`config.mk`:
```
export PLATFORM = sky130hd
export DESIGN_NAME = clk_count_multi
export DESIGN_NICKNAME = d
export VERILOG_FILES = /design/src/rtl/clk_count_pkg.sv /design/src/rtl/clk_count_chan.sv /design/src/rtl/clk_count_multi.sv
export SDC_FILE = /design/constraint.sdc
export NUM_CORES = 1
export LEC_CHECK = 0
export CORE_MARGIN = 2
export CORE_UTILIZATION = 35
export CTS_CLUSTER_SIZE = 14
export DETAILED_ROUTE_END_ITERATION = 8
export SETUP_SLACK_MARGIN = 0.2
export SYNTH_ARGS = -nofsm -noshare
export SYNTH_HDL_FRONTEND = slang
export SYNTH_SLANG_ARGS = --single-unit
export TNS_END_PERCENT = 5
```
`constraint.sdc`:
```
create_clock -name CLK -period 1.75 [get_ports CLK]
set_input_delay 0.4375 -clock CLK [delete_from_list [all_inputs] [get_ports CLK]]
set_output_delay 0.4375 -clock CLK [all_outputs]
set_load 0.02 [all_outputs]
```
`src/rtl/clk_count_pkg.sv`:
```
// Shared types, defaults and the wrap/saturate next-count helper for the
// multi-channel gate counter.
package clk_count_pkg;

  localparam int DEFAULT_WIDTH = 16;
  localparam int DEFAULT_CH    = 2;

  typedef logic [0:0] state_t;
  localparam state_t IDLE = 1'b0;
  localparam state_t RUN  = 1'b1;

  // Values are carried in 32 bits so one helper serves every WIDTH; top is
  // the all-ones value for the caller's width.
  function automatic logic [31:0] count_next(input logic [31:0] cur,
                                             input logic [31:0] top,
                                             input logic        saturate);
    if (cur != top) return cur + 32'd1;
    return saturate ? top : 32'd0;
  endfunction

endpackage

```
`src/rtl/clk_count_chan.sv`:
```
// One gate-counter channel: IDLE/RUN FSM, running counter, captured result
// and the valid/ack handshake with sticky overrun.
module clk_count_chan
  import clk_count_pkg::*;
#(
  parameter int WIDTH    = DEFAULT_WIDTH,
  parameter int SATURATE = 0
) (
  input  logic             CLK,
  input  logic             RST,
  input  logic             tick,
  input  logic             start,
  input  logic             ack,
  output logic [WIDTH-1:0] result,
  output logic [WIDTH-1:0] live,
  output logic             valid,
  output logic             ovf,
  output logic             overrun
);

  localparam logic [31:0] TOP = 32'hFFFF_FFFF >> (32 - WIDTH);

  state_t      state;
  logic        ovf_run;
  logic [31:0] cur_ext;
  logic [31:0] nxt;
  logic        at_top;

  always_comb begin
    cur_ext = '0;
    cur_ext[WIDTH-1:0] = live;
  end

  assign nxt    = count_next(cur_ext, TOP, SATURATE != 0);
  assign at_top = (cur_ext == TOP);

  if (WIDTH < 32) begin : g_unused
    logic unused_hi;
    assign unused_hi = ^nxt[31:WIDTH];
  end

  // A capture is written after the ack clear so it wins when both land on
  // the same edge.
  always_ff @(posedge CLK) begin
    if (RST) begin
      state   <= IDLE;
      live    <= '0;
      result  <= '0;
      valid   <= 1'b0;
      ovf     <= 1'b0;
      overrun <= 1'b0;
      ovf_run <= 1'b0;
    end else begin
      if (ack && valid) valid <= 1'b0;
      case (state)
        IDLE: begin
          if (start) begin
            state <= RUN;
            live  <= WIDTH'(1);
          end
        end
        RUN: begin
          if (start) begin
            if (tick) begin
              live <= nxt[WIDTH-1:0];
              if (at_top) ovf_run <= 1'b1;
            end
          end else begin
            result  <= live;
            ovf     <= ovf_run;
            valid   <= 1'b1;
            live    <= '0;
            ovf_run <= 1'b0;
            state   <= IDLE;
            if (valid && !ack) overrun <= 1'b1;
          end
        end
        default: state <= IDLE;
      endcase
    end
  end

endmodule

```
`src/rtl/clk_count_multi.sv`:
```
// Multi-channel gate counter top: CH independent channels plus an optional
// shared prescaler enabled by defining CLK_COUNT_PRESCALE_EN.
module clk_count_multi
  import clk_count_pkg::*;
#(
  parameter int WIDTH    = DEFAULT_WIDTH,
  parameter int CH       = DEFAULT_CH,
  parameter int SATURATE = 0,
  parameter int DIV      = 1
) (
  input  logic                CLK,
  input  logic                RST,
  input  logic [CH-1:0]       start,
  input  logic [CH-1:0]       ack,
  output logic [CH*WIDTH-1:0] Time,
  output logic [CH*WIDTH-1:0] live,
  output logic [CH-1:0]       valid,
  output logic [CH-1:0]       ovf,
  output logic [CH-1:0]       overrun
);

  logic tick;

`ifdef CLK_COUNT_PRESCALE_EN
  localparam int PW = (DIV > 1) ? $clog2(DIV) : 1;
  localparam logic [PW-1:0] LAST = PW'(DIV - 1);

  logic [PW-1:0] pre_cnt;

  // Free-running across all channels; only reset restarts its phase.
  always_ff @(posedge CLK) begin
    if (RST)                  pre_cnt <= '0;
    else if (pre_cnt == LAST) pre_cnt <= '0;
    else                      pre_cnt <= pre_cnt + PW'(1);
  end

  assign tick = (pre_cnt == LAST);
`else
  localparam int unused_div = DIV;
  assign tick = 1'b1;
`endif

  for (genvar i = 0; i < CH; i++) begin : g_chan
    clk_count_chan #(
      .WIDTH    (WIDTH),
      .SATURATE (SATURATE)
    ) u_chan (
      .CLK     (CLK),
      .RST     (RST),
      .tick    (tick),
      .start   (start[i]),
      .ack     (ack[i]),
      .result  (Time[i*WIDTH +: WIDTH]),
      .live    (live[i*WIDTH +: WIDTH]),
      .valid   (valid[i]),
      .ovf     (ovf[i]),
      .overrun (overrun[i])
    );
  end

endmodule

```
# Word level (Yosys, flattened, before mapping)
# Index checks and enable logic that the tools add are counted.
# totals
register_bits	74
inputBits	6
out_inout_bits	70
wordCells	64
# classes
add_sub_neg	2
eq_ne	8
n_mux	24
bitwise_logic	4
n_reduce_logical	12
# op_table
operator	n
two-way mux 16 bit	8
one-hot mux 16 bit (2 select lines)	2
adder 16 x 1 -> 16 bit, second input constant	2
== test 16 bit, second input constant	2
!= test 16 bit, second input constant	2
two-way mux 1 bit	14
AND reduction 2 bit	4
AND reduction 3 bit	2
logical AND 1 bit	4
!= test 2 x 1 -> 1 bit, second input constant	2
!= test 2 bit, second input constant	2
inverter 1 bit	4
zero test 1 bit	2

# Longest topological paths before layout
# Gate-level depths: netlist of the first run.
# logic_depth
ltp_word	5
ltp_mapped	7

# Cells and area by module
# From an unflattened synthesis of the first run, not the netlist that was laid out.
# hier_totals
cells_unflattened	413
hier_area_um2	3331.9
# modules_own_cells
mod	n_inst	cells_per_inst	area_per_inst_um2	seq_area_each_um2
clk_count_chan	2	206	1664.1	740.7
clk_count_multi	1	1	3.8	0.0

# Worst setup path after synthesis of the first run
# No wires, ideal clock.
# synth_timing
path_kind	reg-to-reg
startpoint	reg g_chan[0].u_chan.live[0]
endpoint	reg g_chan[0].u_chan.live[11]
setup_time_ps	117
t_arrival_ps	1898
setup_slack_ps	-265
stages_incl_launch_ff	8
path_buffers	1
period_less_slack_ps	2015
cell_sequence	dfxtp_1 ha_1 nand4_2 nor4_4 a31oi_1 buf_6 a21o_1 a22o_1
# synth_between
elab_chain_len	5
elab_cells_between_ends	7
# synth_lines
item	line_no	source
from (decl)	clk_count_chan.sv:15	output logic [WIDTH-1:0] live,
from (signal assigned)	clk_count_chan.sv:65	live <= nxt[WIDTH-1:0];
adder 16 x 1 -> 16 bit or != test 16 bit (tied branches)	clk_count_pkg.sv:17	if (cur != top) return cur + 32'd1;
two-way mux 16 bit or two-way mux 1 bit (tied branches)	clk_count_pkg.sv:17	
two-way mux 16 bit *	clk_count_pkg.sv:18	return saturate ? top : 32'd0;
two-way mux 16 bit *	clk_count_chan.sv:63	if (start) begin
one-hot mux 16 bit (2 select lines) *	clk_count_chan.sv:55	case (state)
# Every way passes the cells marked *; elsewhere a longest branch is shown, timed or not. The select of a mux whose other input is x is not followed.
# A chain may end at the register's enable or synchronous reset.

# Worst setup path after layout of the first run
# layout_timing
startpoint	reg g_chan[1].u_chan.live[1]
endpoint	reg g_chan[1].u_chan.live[6]
# layout_between
elab_chain_len	5
elab_cells_between_ends	7
# layout_lines
item	line_no
from (decl)	clk_count_chan.sv:15
from (signal assigned)	clk_count_chan.sv:65
adder 16 x 1 -> 16 bit or != test 16 bit (tied branches)	clk_count_pkg.sv:17
two-way mux 16 bit or two-way mux 1 bit (tied branches)	clk_count_pkg.sv:17
two-way mux 16 bit *	clk_count_pkg.sv:18
two-way mux 16 bit *	clk_count_chan.sv:63
one-hot mux 16 bit (2 select lines) *	clk_count_chan.sv:55
# Marked as above.

==> reports/results.ini, run 1 <==
[setup_path]
end_kind=register
critPathSlowestCell=or3_4
cp_top_family=simple AND/OR/NAND/NOR gates
crit_required_ns=2.04
worstSetupPathType=reg -> reg
cp_num_buf_inv=1
cpPeakStageDelay_ns=0.37
startpoint_type=register
arrival_ns=1.92
crit_fanout=5
crit_path_cell_trace=ha_4 -> nand4_1 -> nor4_4 -> buf_4 -> or2_4 -> or3_4 -> nand3_2

[placement]
gp_congestion=0.829
dp_cells=603
dp_hpwl_mm=6.32
portBuffers=75
dpl_worst_slack_ns=-0.240

[pwr]
powerDensity_nw_per_um2=695
max-vdd-ir-drop_mv=0.313
power_frac_comb=0.060
p_clk_frac=0.403
finalPower_mw=3.16
switching_share=0.239
intPower_mw=2.41
switching_power_mw=0.755
p_seq_frac=0.537
leakagePower_nw=1.97

[clock_network]
insertion_delay_ns=0.35
cts.sinks=74
clock_path_buffers=2
hold_buffers=0
numCtsBuffers=9
htree_levels=3
cts.clk_slew.worst_paths_ns=0.08
root_buffer=clkbuf_8
cts_tree=built

[drt]
wl_per_cell_um=13.8
num_vias=3087
drc=0
drt_iter0_markers=119
dr.pass1.iters=4
wl_mm=8.58
via_per_inst=4.98
drtAntennaViolNets=0

[synth]
avgSynthCellArea_um2=7.99
ys.flop_type=dfxtp_1
yosys-top-cells-area=dfxtp_1, nand2_1, a21oi_1
postSynthCellCount=394
synth_compound_gate_area_share=0.176
synthesis.nets=402
synth_seq_area_share=0.470
synth_fa_ha_area_frac=0.00795
yosys.area.top_type=dfxtp_1
synth_edf_count=0
syn-cell-area_um2=3150
synth_warnings=0
synth_top_area_frac=0.470
muxShareOfSynthArea=0.00318
synth-seq-cells=74
async_reset_ff_frac=0
synth_xor_area_frac=0.0139
synthSimpleGateAreaFrac=0.275
synth_top_family_by_area=simple AND/OR/NAND/NOR gates
yosys.cell_types.count=46

[floorplanning]
dieArea_um2=9770
die_y_um=98.9
row_count=34
start_util=0.361
chipWidth_um=98.9
io_pins=76
core_area_um2=8720

[final_layout]
fin_nets=515
n_fill_cell=861
area_growth_pct=44.7
fin_cells=620
final_cell_mix=nand2_1, buf_4, dlygate4sd2_1
layout_commonest_cell=nand2_1
layout-drive-gt1-share=0.260
antennaDiodeCount=0

[timing]
worst_slew_pin_slew_ns=0.289
skew_ns=0.00938
setup_viol=0
rsz0062_at_grt=true
maxSlewViolCount=0
hold_viol=0
fin_crit_sh=0.932
worst_slack_ns=0.118
timing.hold.ws_ns=0.335
slew_headroom=0.805
fin_crit_ns=1.63
fmax_mhz=613

[global_route]
gr-total-overflow=0
grt_pass1_vias=2973
grt_max_degree=26
grt_pass1_wl_mm=14.4
antenna_found_initial=0
track_usage=0.182

[worst_hold_path]
worst_hold_path_type=in -> reg

[run]
max_cap_violations=0

[outcome]
status=finished clean

[kinds of logic (layout without fill, tap and decap cells)]
| family | after synthesis | in the layout |
|---|---|---|
| AO/OA/AOI/OAI | 97 | 97 |
| XOR/XNOR | 5 | 5 |
| adder cells (fa/ha/maj) | 2 | 2 |
| buffers and inverters | 35 | 153 |
| flip-flops | 74 | 74 |
| multiplexers | 1 | 1 |
| AND/OR/NAND/NOR | 180 | 180 |
[registers in the layout, summed over array words and instances (netlist names)]
register,count
g_chan.u_chan.ovf_run,2
g_chan.u_chan.ovf,2
g_chan.u_chan.state,2
g_chan.u_chan.overrun,2
g_chan.u_chan.result,32
g_chan.u_chan.valid,2
g_chan.u_chan.live,32
[per-layer routing]
layer  up-vias  share of wire  GRT usage
met3        12          0.055     0.0418
met1      1412           0.50      0.260
met2        75           0.43      0.261
met5         -              0          0
li1       1588              -          -
met4         0          0.017     0.0780
[cells in the mapped netlist (5+ instances only)]
library cell and number:
a21oi_1 49, buf_4 6, inv_1 6, nand3_1 23
clkbuf_1 10, nor3_1 11, dfxtp_1 74, nor2_1 19
nand2_1 93, or3_1 5, a31oi_1 10, buf_2 6
buf_1 5, o21ai_0 20
[final timing paths]
check                           slack, ns                                      end                               startpoint  cells past startpoint
worst max-delay path                 0.12    g_chan[1].u_chan.live[6]$_SDFFE_PP0P_    g_chan[1].u_chan.live[1]$_SDFFE_PP0P_                      7
worst min-delay path                 0.34        g_chan[1].u_chan.state$_SDFF_PP0_                                      RST                      2
worst max register to register       0.12    g_chan[1].u_chan.live[6]$_SDFFE_PP0P_    g_chan[1].u_chan.live[1]$_SDFFE_PP0P_                      7
worst min register to register       0.45  g_chan[0].u_chan.result[2]$_SDFFE_PP0P_  g_chan[0].u_chan.result[2]$_SDFFE_PP0P_                      2
[timing repair]
item,CTS,global route
buffers inserted,0,1
endpoints found under the setup margin,91,48
gates resized for setup,120,4
pin swaps,10,2
[area by class of cell]
cell class | instances | area [µm²] | share of cell area
multi-input cells | 285 | 1590 | 0.349
flip-flops and latches | 74 | 1520 | 0.335
repair buffers | 131 | 1100 | 0.241
well taps | 108 | 135 | 0.0297
clock buffers | 9 | 124 | 0.0272
clock inverters | 7 | 60.1 | 0.0132
inverters | 6 | 22.5 | 0.00494
[through the flow]
step	cell area (µm²)	setup TNS, ns	utilization
2_1_floorplan	3230	0	-
3_3_place_gp	4370	-1.99	0.501
3_5_place_dp	4370	-2.73	0.501
4_1_cts	4530	0	0.520
5_1_grt	4560	0	0.522
6_report	4560	0	0.522
[power groups by stage]
stage | combinational, mW | clock [mW] | sequential, mW
after global routing | 0.209 | 1.38 | 1.70
after global placement | 0.193 | 0 | 1.74
after detailed placement | 0.195 | 0 | 1.74
final | 0.190 | 1.28 | 1.70
after CTS | 0.190 | 1.31 | 1.70
after floorplan | 0.0947 | 0 | 1.75
Power figures use the tool's default switching activity.
==> run 2, diff against run 1 <==
CORE_UTILIZATION = 41   (was 35)
PLACE_DENSITY = 0.71   (was not set)
==> reports/results.ini, run 2 (synthesis gave the netlist of run 1 again) <==
[outcome]
status=finished clean

[drt]
drc=0
via_per_inst=5.20
wl_per_cell_um=14.2
drt_iter0_markers=148
dr_wl_met3_um=423
drtAntennaViolNets=0
top_layer=met4
wl_met2_mm=3.95
wl_mm=8.50
dr.pass1.iters=4
met1_length_mm=4.03
num_vias=3108

[worst_hold_path]
worst_hold_path_type=in -> reg
min_delay_path_depth=2
hp-start=RST
min_to=g_chan[1].u_chan.state$_SDFF_PP0_

[timing]
timing.hold.ws_ns=0.339
rsz0062_at_grt=true
skew_ns=0.00851
fin_crit_sh=0.939
hold_viol=0
worst_slack_ns=0.106
fmax_mhz=608
setup_viol=0
maxSlewViolCount=0
worst_slew_pin_slew_ns=0.368
tns_ns=0
slew_headroom=0.752
fin_crit_ns=1.64

[setup_path]
r2r-start=g_chan[1].u_chan.live[1]$_SDFFE_PP0P_
reg2regPathDepth=8
startpoint_type=register
end_kind=register
reg2reg_to=g_chan[1].u_chan.live[9]$_SDFFE_PP0P_
reg2reg_setup_slack_ns=0.11
crit_fanout=5
arrival_ns=1.88
worstSetupPathType=reg -> reg
crit_required_ns=1.98

[global_route]
grt_pass1_wl_mm=14.1
grt_max_degree=29
grt_pass1_vias=2912
antenna_found_initial=0
track_usage=0.205
gr-total-overflow=0

[pwr]
p_clk_frac=0.459
powerDensity_nw_per_um2=758
leakagePower_nw=1.96
switching_power_mw=0.801
max-vdd-ir-drop_mv=0.399
finalPower_mw=3.46
power_frac_comb=0.051
p_seq_frac=0.490
intPower_mw=2.66
switching_share=0.232

[placement]
dp_hpwl_mm=6.00
gp_congestion=0.838
dp_cells=580
dpl_cell_area_um2=4260
portBuffers=75
dpl_worst_slack_ns=-0.239

[final_layout]
layout_commonest_cell=nand2_1
n_fill_cell=655
area_growth_pct=45.0
fin_cells=598
layout-drive-gt1-share=0.244
antennaDiodeCount=0
final_area_um2=4570
fin_nets=502
final_util=0.623
final_cell_mix=nand2_1, dlygate4sd2_1, dfxtp_1
top_regs=g_chan.u_chan.live x32, g_chan.u_chan.result x32

[clock_network]
cts.sinks=74
cts.clk_slew.worst_paths_ns=0.08
root_buffer=clkbuf_8
numCtsBuffers=9
htree_levels=3
cts_tree=built
insertion_delay_ns=0.34
clock_path_buffers=2

[run]
max_cap_violations=0

[floorplanning]
dieArea_um2=8400
core_area_um2=7330
die_y_um=91.6
row_count=31
chipWidth_um=91.6
io_pins=76
start_util=0.430

==> run 2: area by class of cell <==
type	count	area (µm²)	share of cell area
tap	99	124	0.0271
inverter	6	22.5	0.00493
clock buffer	10	149	0.0326
timing repair buffer	118	1010	0.221
clock inverter	6	93.8	0.0206
multi-input combinational	285	1630	0.357
sequential	74	1540	0.336
==> run 2: per-layer routing <==
| metal | vias to the layer above | global-route usage |
|---|---|---|
| met5 | - | 0 |
| met4 | 0 | 0.0821 |
| met3 | 10 | 0.0378 |
| met2 | 82 | 0.319 |
| met1 | 1457 | 0.280 |
| li1 | 1559 | - |
==> run 2: worst max-delay path by stage <==
| stage | start | end | cells after the start |
|---|---|---|---|
| 6_report | g_chan[1].u_chan.live[1]$_SDFFE_PP0P_ | g_chan[1].u_chan.live[9]$_SDFFE_PP0P_ | 8 |
| 4_1_cts | g_chan[1].u_chan.live[0]$_SDFFE_PP0P_ | g_chan[1].u_chan.live[9]$_SDFFE_PP0P_ | 7 |
| 2_1_floorplan | g_chan[1].u_chan.live[1]$_SDFFE_PP0P_ | g_chan[1].u_chan.live[13]$_SDFFE_PP0P_ | 6 |
| 5_1_grt | g_chan[1].u_chan.live[1]$_SDFFE_PP0P_ | g_chan[1].u_chan.live[9]$_SDFFE_PP0P_ | 8 |
| 3_3_place_gp | start[1] | g_chan[1].u_chan.live[6]$_SDFFE_PP0P_ | 6 |
| 3_5_place_dp | start[1] | g_chan[1].u_chan.live[6]$_SDFFE_PP0P_ | 6 |
==> run 2: worst max-delay path, cell delays in order (launching register included) <==
cell and delay, ns:
dfxtp_4 0.36, ha_4 0.13, nand4_1 0.17, nor4_4 0.26
buf_4 0.19, nor2_2 0.08, buf_4 0.15, a21oi_2 0.12
mux2i_1 0.08
==> run 2: power by group through the flow <==
| stage | logic (mW) | clock network [mW] | registers (mW) |
|---|---|---|---|
| 3_3_place_gp | 0.175 | 0 | 1.74 |
| 4_1_cts | 0.177 | 1.62 | 1.70 |
| 3_5_place_dp | 0.178 | 0 | 1.74 |
| 5_1_grt | 0.194 | 1.69 | 1.70 |
| 6_report | 0.177 | 1.59 | 1.70 |
| 2_1_floorplan | 0.0947 | 0 | 1.75 |
==> run 2: timing repair <==
action | 4_1_cts | 5_1_grt
hold buffers | 0 | 0
endpoints found under the setup margin | 95 | 46
gates resized for setup | 129 | 6
buffers inserted | 0 | 2
pin swaps | 24 | 4
==> run 3, diff against run 2 <==
CORE_MARGIN = not set   (was 2)
PLACE_DENSITY = 0.7   (was 0.71)
SYNTH_HIERARCHICAL = 1   (was not set)
==> reports/results.ini, run 3 <==
[setup_path]
crit_path_cell_trace=nand4_1 -> buf_4 -> or4_4 -> nand3_1 -> a31oi_1
reg2reg_to=g_chan[0].u_chan/live[5]$_SDFFE_PP0P_
critPathSlowestCell=or4_4
cpPeakStageDelay_ns=0.59
crit_required_ns=1.97
reg2reg_setup_slack_ns=0.09
worstSetupPathType=reg -> reg
cp_num_buf_inv=1
startpoint_type=register
r2r-start=g_chan[0].u_chan/live[13]$_SDFFE_PP0P_
arrival_ns=1.88
cp_top_family=simple AND/OR/NAND/NOR gates
crit_fanout=8
reg2regPathDepth=5
end_kind=register

[timing]
fin_crit_ns=1.66
fin_crit_sh=0.951
rsz0062_at_grt=true
fmax_mhz=601
setup_viol=0
worst_slack_ns=0.0858
hold_viol=0
timing.hold.ws_ns=0.418
skew_ns=0.0113
maxSlewViolCount=0

[outcome]
status=finished clean

[placement]
portBuffers=75
dpl_worst_slack_ns=-0.327
gp_congestion=0.901
dp_hpwl_mm=6.55

[synth]
synth_warnings=6
avgSynthCellArea_um2=8.07
yosys.cell_types.count=41
yosys.area.top_type=dfxtp_1
postSynthCellCount=413
synth-seq-cells=74
ys.flop_type=dfxtp_1
synth_edf_count=0
syn-cell-area_um2=3330
async_reset_ff_frac=0
synth.most_common_cell=nand2_1
synth_top_area_frac=0.445
yosys-top-cells-area=dfxtp_1, nand2_1, a21oi_1
synth_common_cells=nand2_1, dfxtp_1, a21oi_1
synth_seq_area_share=0.445

[final_layout]
final_cell_mix=nand2_1, dlygate4sd2_1, buf_4
layout-drive-gt1-share=0.271
layout_commonest_cell=nand2_1
top_regs=g_chan.u_chan/live x32, g_chan.u_chan/result x32
fin_nets=550
antennaDiodeCount=0
area_growth_pct=46.8

[clock_network]
htree_levels=3
insertion_delay_ns=0.34
cts.clk_slew.worst_paths_ns=0.08
clock_path_buffers=2
cts_tree=built
root_buffer=clkbuf_8
numCtsBuffers=9
cts.sinks=74

[worst_hold_path]
min_delay_path_depth=2
worst_hold_path_type=in -> reg
hp-start=RST
min_to=g_chan[0].u_chan/live[4]$_SDFFE_PP0P_

[floorplanning]
io_pins=76
die_y_um=92.2
chipWidth_um=92.2
start_util=0.427
row_count=32
dieArea_um2=8490
core_area_um2=7810

[global_route]
grt_pass1_wl_mm=15.2
antenna_found_initial=0
gr-total-overflow=0
grt_max_degree=20
grt_pass1_vias=3098
track_usage=0.227

[drt]
drc=0
drtAntennaViolNets=0
num_vias=3531
drt_iter0_markers=263
via_per_inst=5.44
wl_per_cell_um=14.7
wl_mm=9.52
dr.pass1.iters=5

[run]
max_cap_violations=0

[pwr]
leakagePower_nw=2.00
finalPower_mw=3.13
max-vdd-ir-drop_mv=0.405
powerDensity_nw_per_um2=640

run 3: cell count changes after synthesis, moves of 6 or more:
cell      previous run  this run
a31oi_1             10        22
nand3_1             23        12
nand4_1              4        12
buf_4                6         0
clkbuf_1            10        16
inv_1                6        12
run 3: cell type report:
cell class	instances	area [µm²]
inverters	12	45.0
fillers	697	2920
repair buffers	131	1120
multi-input cells	314	1860
clock buffers	14	174
flip-flops and latches	74	1550
clock inverters	2	10.0
well taps	102	128
run 3: cell families (layout without fill, tap and decap cells):
group	count (synthesis)	count (layout)	synth area share
AND/OR/NAND/NOR	182	184	0.272
AO/OA/AOI/OAI	106	106	0.192
flip-flops	74	74	0.445
buffers and inverters	40	159	0.0608
XOR/XNOR	6	6	0.0158
adder cells (fa/ha/maj)	2	2	0.00751
multiplexers	2	2	0.00601
other	1	14	0.00113
run 3: repair_timing:
| item | in CTS | in global routing |
|---|---|---|
| hold buffers | 0 | 0 |
| resized for setup | 115 | 5 |
| pin swaps | 25 | 8 |
| endpoints found under the hold margin | 0 | 0 |
| setup buffers | 0 | 16 |
| endpoints found under the setup margin | 98 | 43 |
| gates cloned | 0 | 2 |
run 3: worst max path at each step:
stage | start | to | slack [ns] | depth (start not counted)
3_3_place_gp | start[1] | g_chan[1].u_chan/live[4]$_SDFFE_PP0P_ | -0.29 | 4
6_report | g_chan[0].u_chan/live[13]$_SDFFE_PP0P_ | g_chan[0].u_chan/live[5]$_SDFFE_PP0P_ | 0.09 | 5
4_1_cts | g_chan[1].u_chan/live[1]$_SDFFE_PP0P_ | g_chan[1].u_chan/live[9]$_SDFFE_PP0P_ | 0.08 | 5
3_5_place_dp | start[1] | g_chan[1].u_chan/live[4]$_SDFFE_PP0P_ | -0.33 | 4
5_1_grt | g_chan[0].u_chan/live[13]$_SDFFE_PP0P_ | g_chan[0].u_chan/live[13]$_SDFFE_PP0P_ | 0.04 | 5
2_1_floorplan | g_chan[1].u_chan/live[0]$_SDFFE_PP0P_ | g_chan[1].u_chan/live[14]$_SDFFE_PP0P_ | 0.08 | 5
run 3: per-stage QoR:
| step | cell area [µm²] | cells | util | TNS, ns |
|---|---|---|---|---|
| 6_report | 4890 | 649 | 0.626 | 0 |
| 3_5_place_dp | 4530 | 615 | 0.580 | -5.36 |
| 4_1_cts | 4720 | 631 | 0.604 | 0 |
| 5_1_grt | 4890 | 649 | 0.626 | 0 |
| 3_3_place_gp | 4530 | 615 | 0.580 | -4.02 |
| 2_1_floorplan | 3520 | 426 | - | 0 |
run 3: metal layers:
layer / vias to the layer above / track usage / routed length (µm)
li1: 1726 / - / -
met1: 1659 / 0.306 / 4330
met2: 131 / 0.362 / 4500
met3: 15 / 0.0373 / 503
met4: 0 / 0.0898 / 189
met5: - / 0 / 0
run 3: power by group:
| group | internal (mW) | switching, mW |
|---|---|---|
| clock | 0.638 | 0.597 |
| sequential | 1.68 | 0.00964 |
| combinational | 0.0776 | 0.128 |
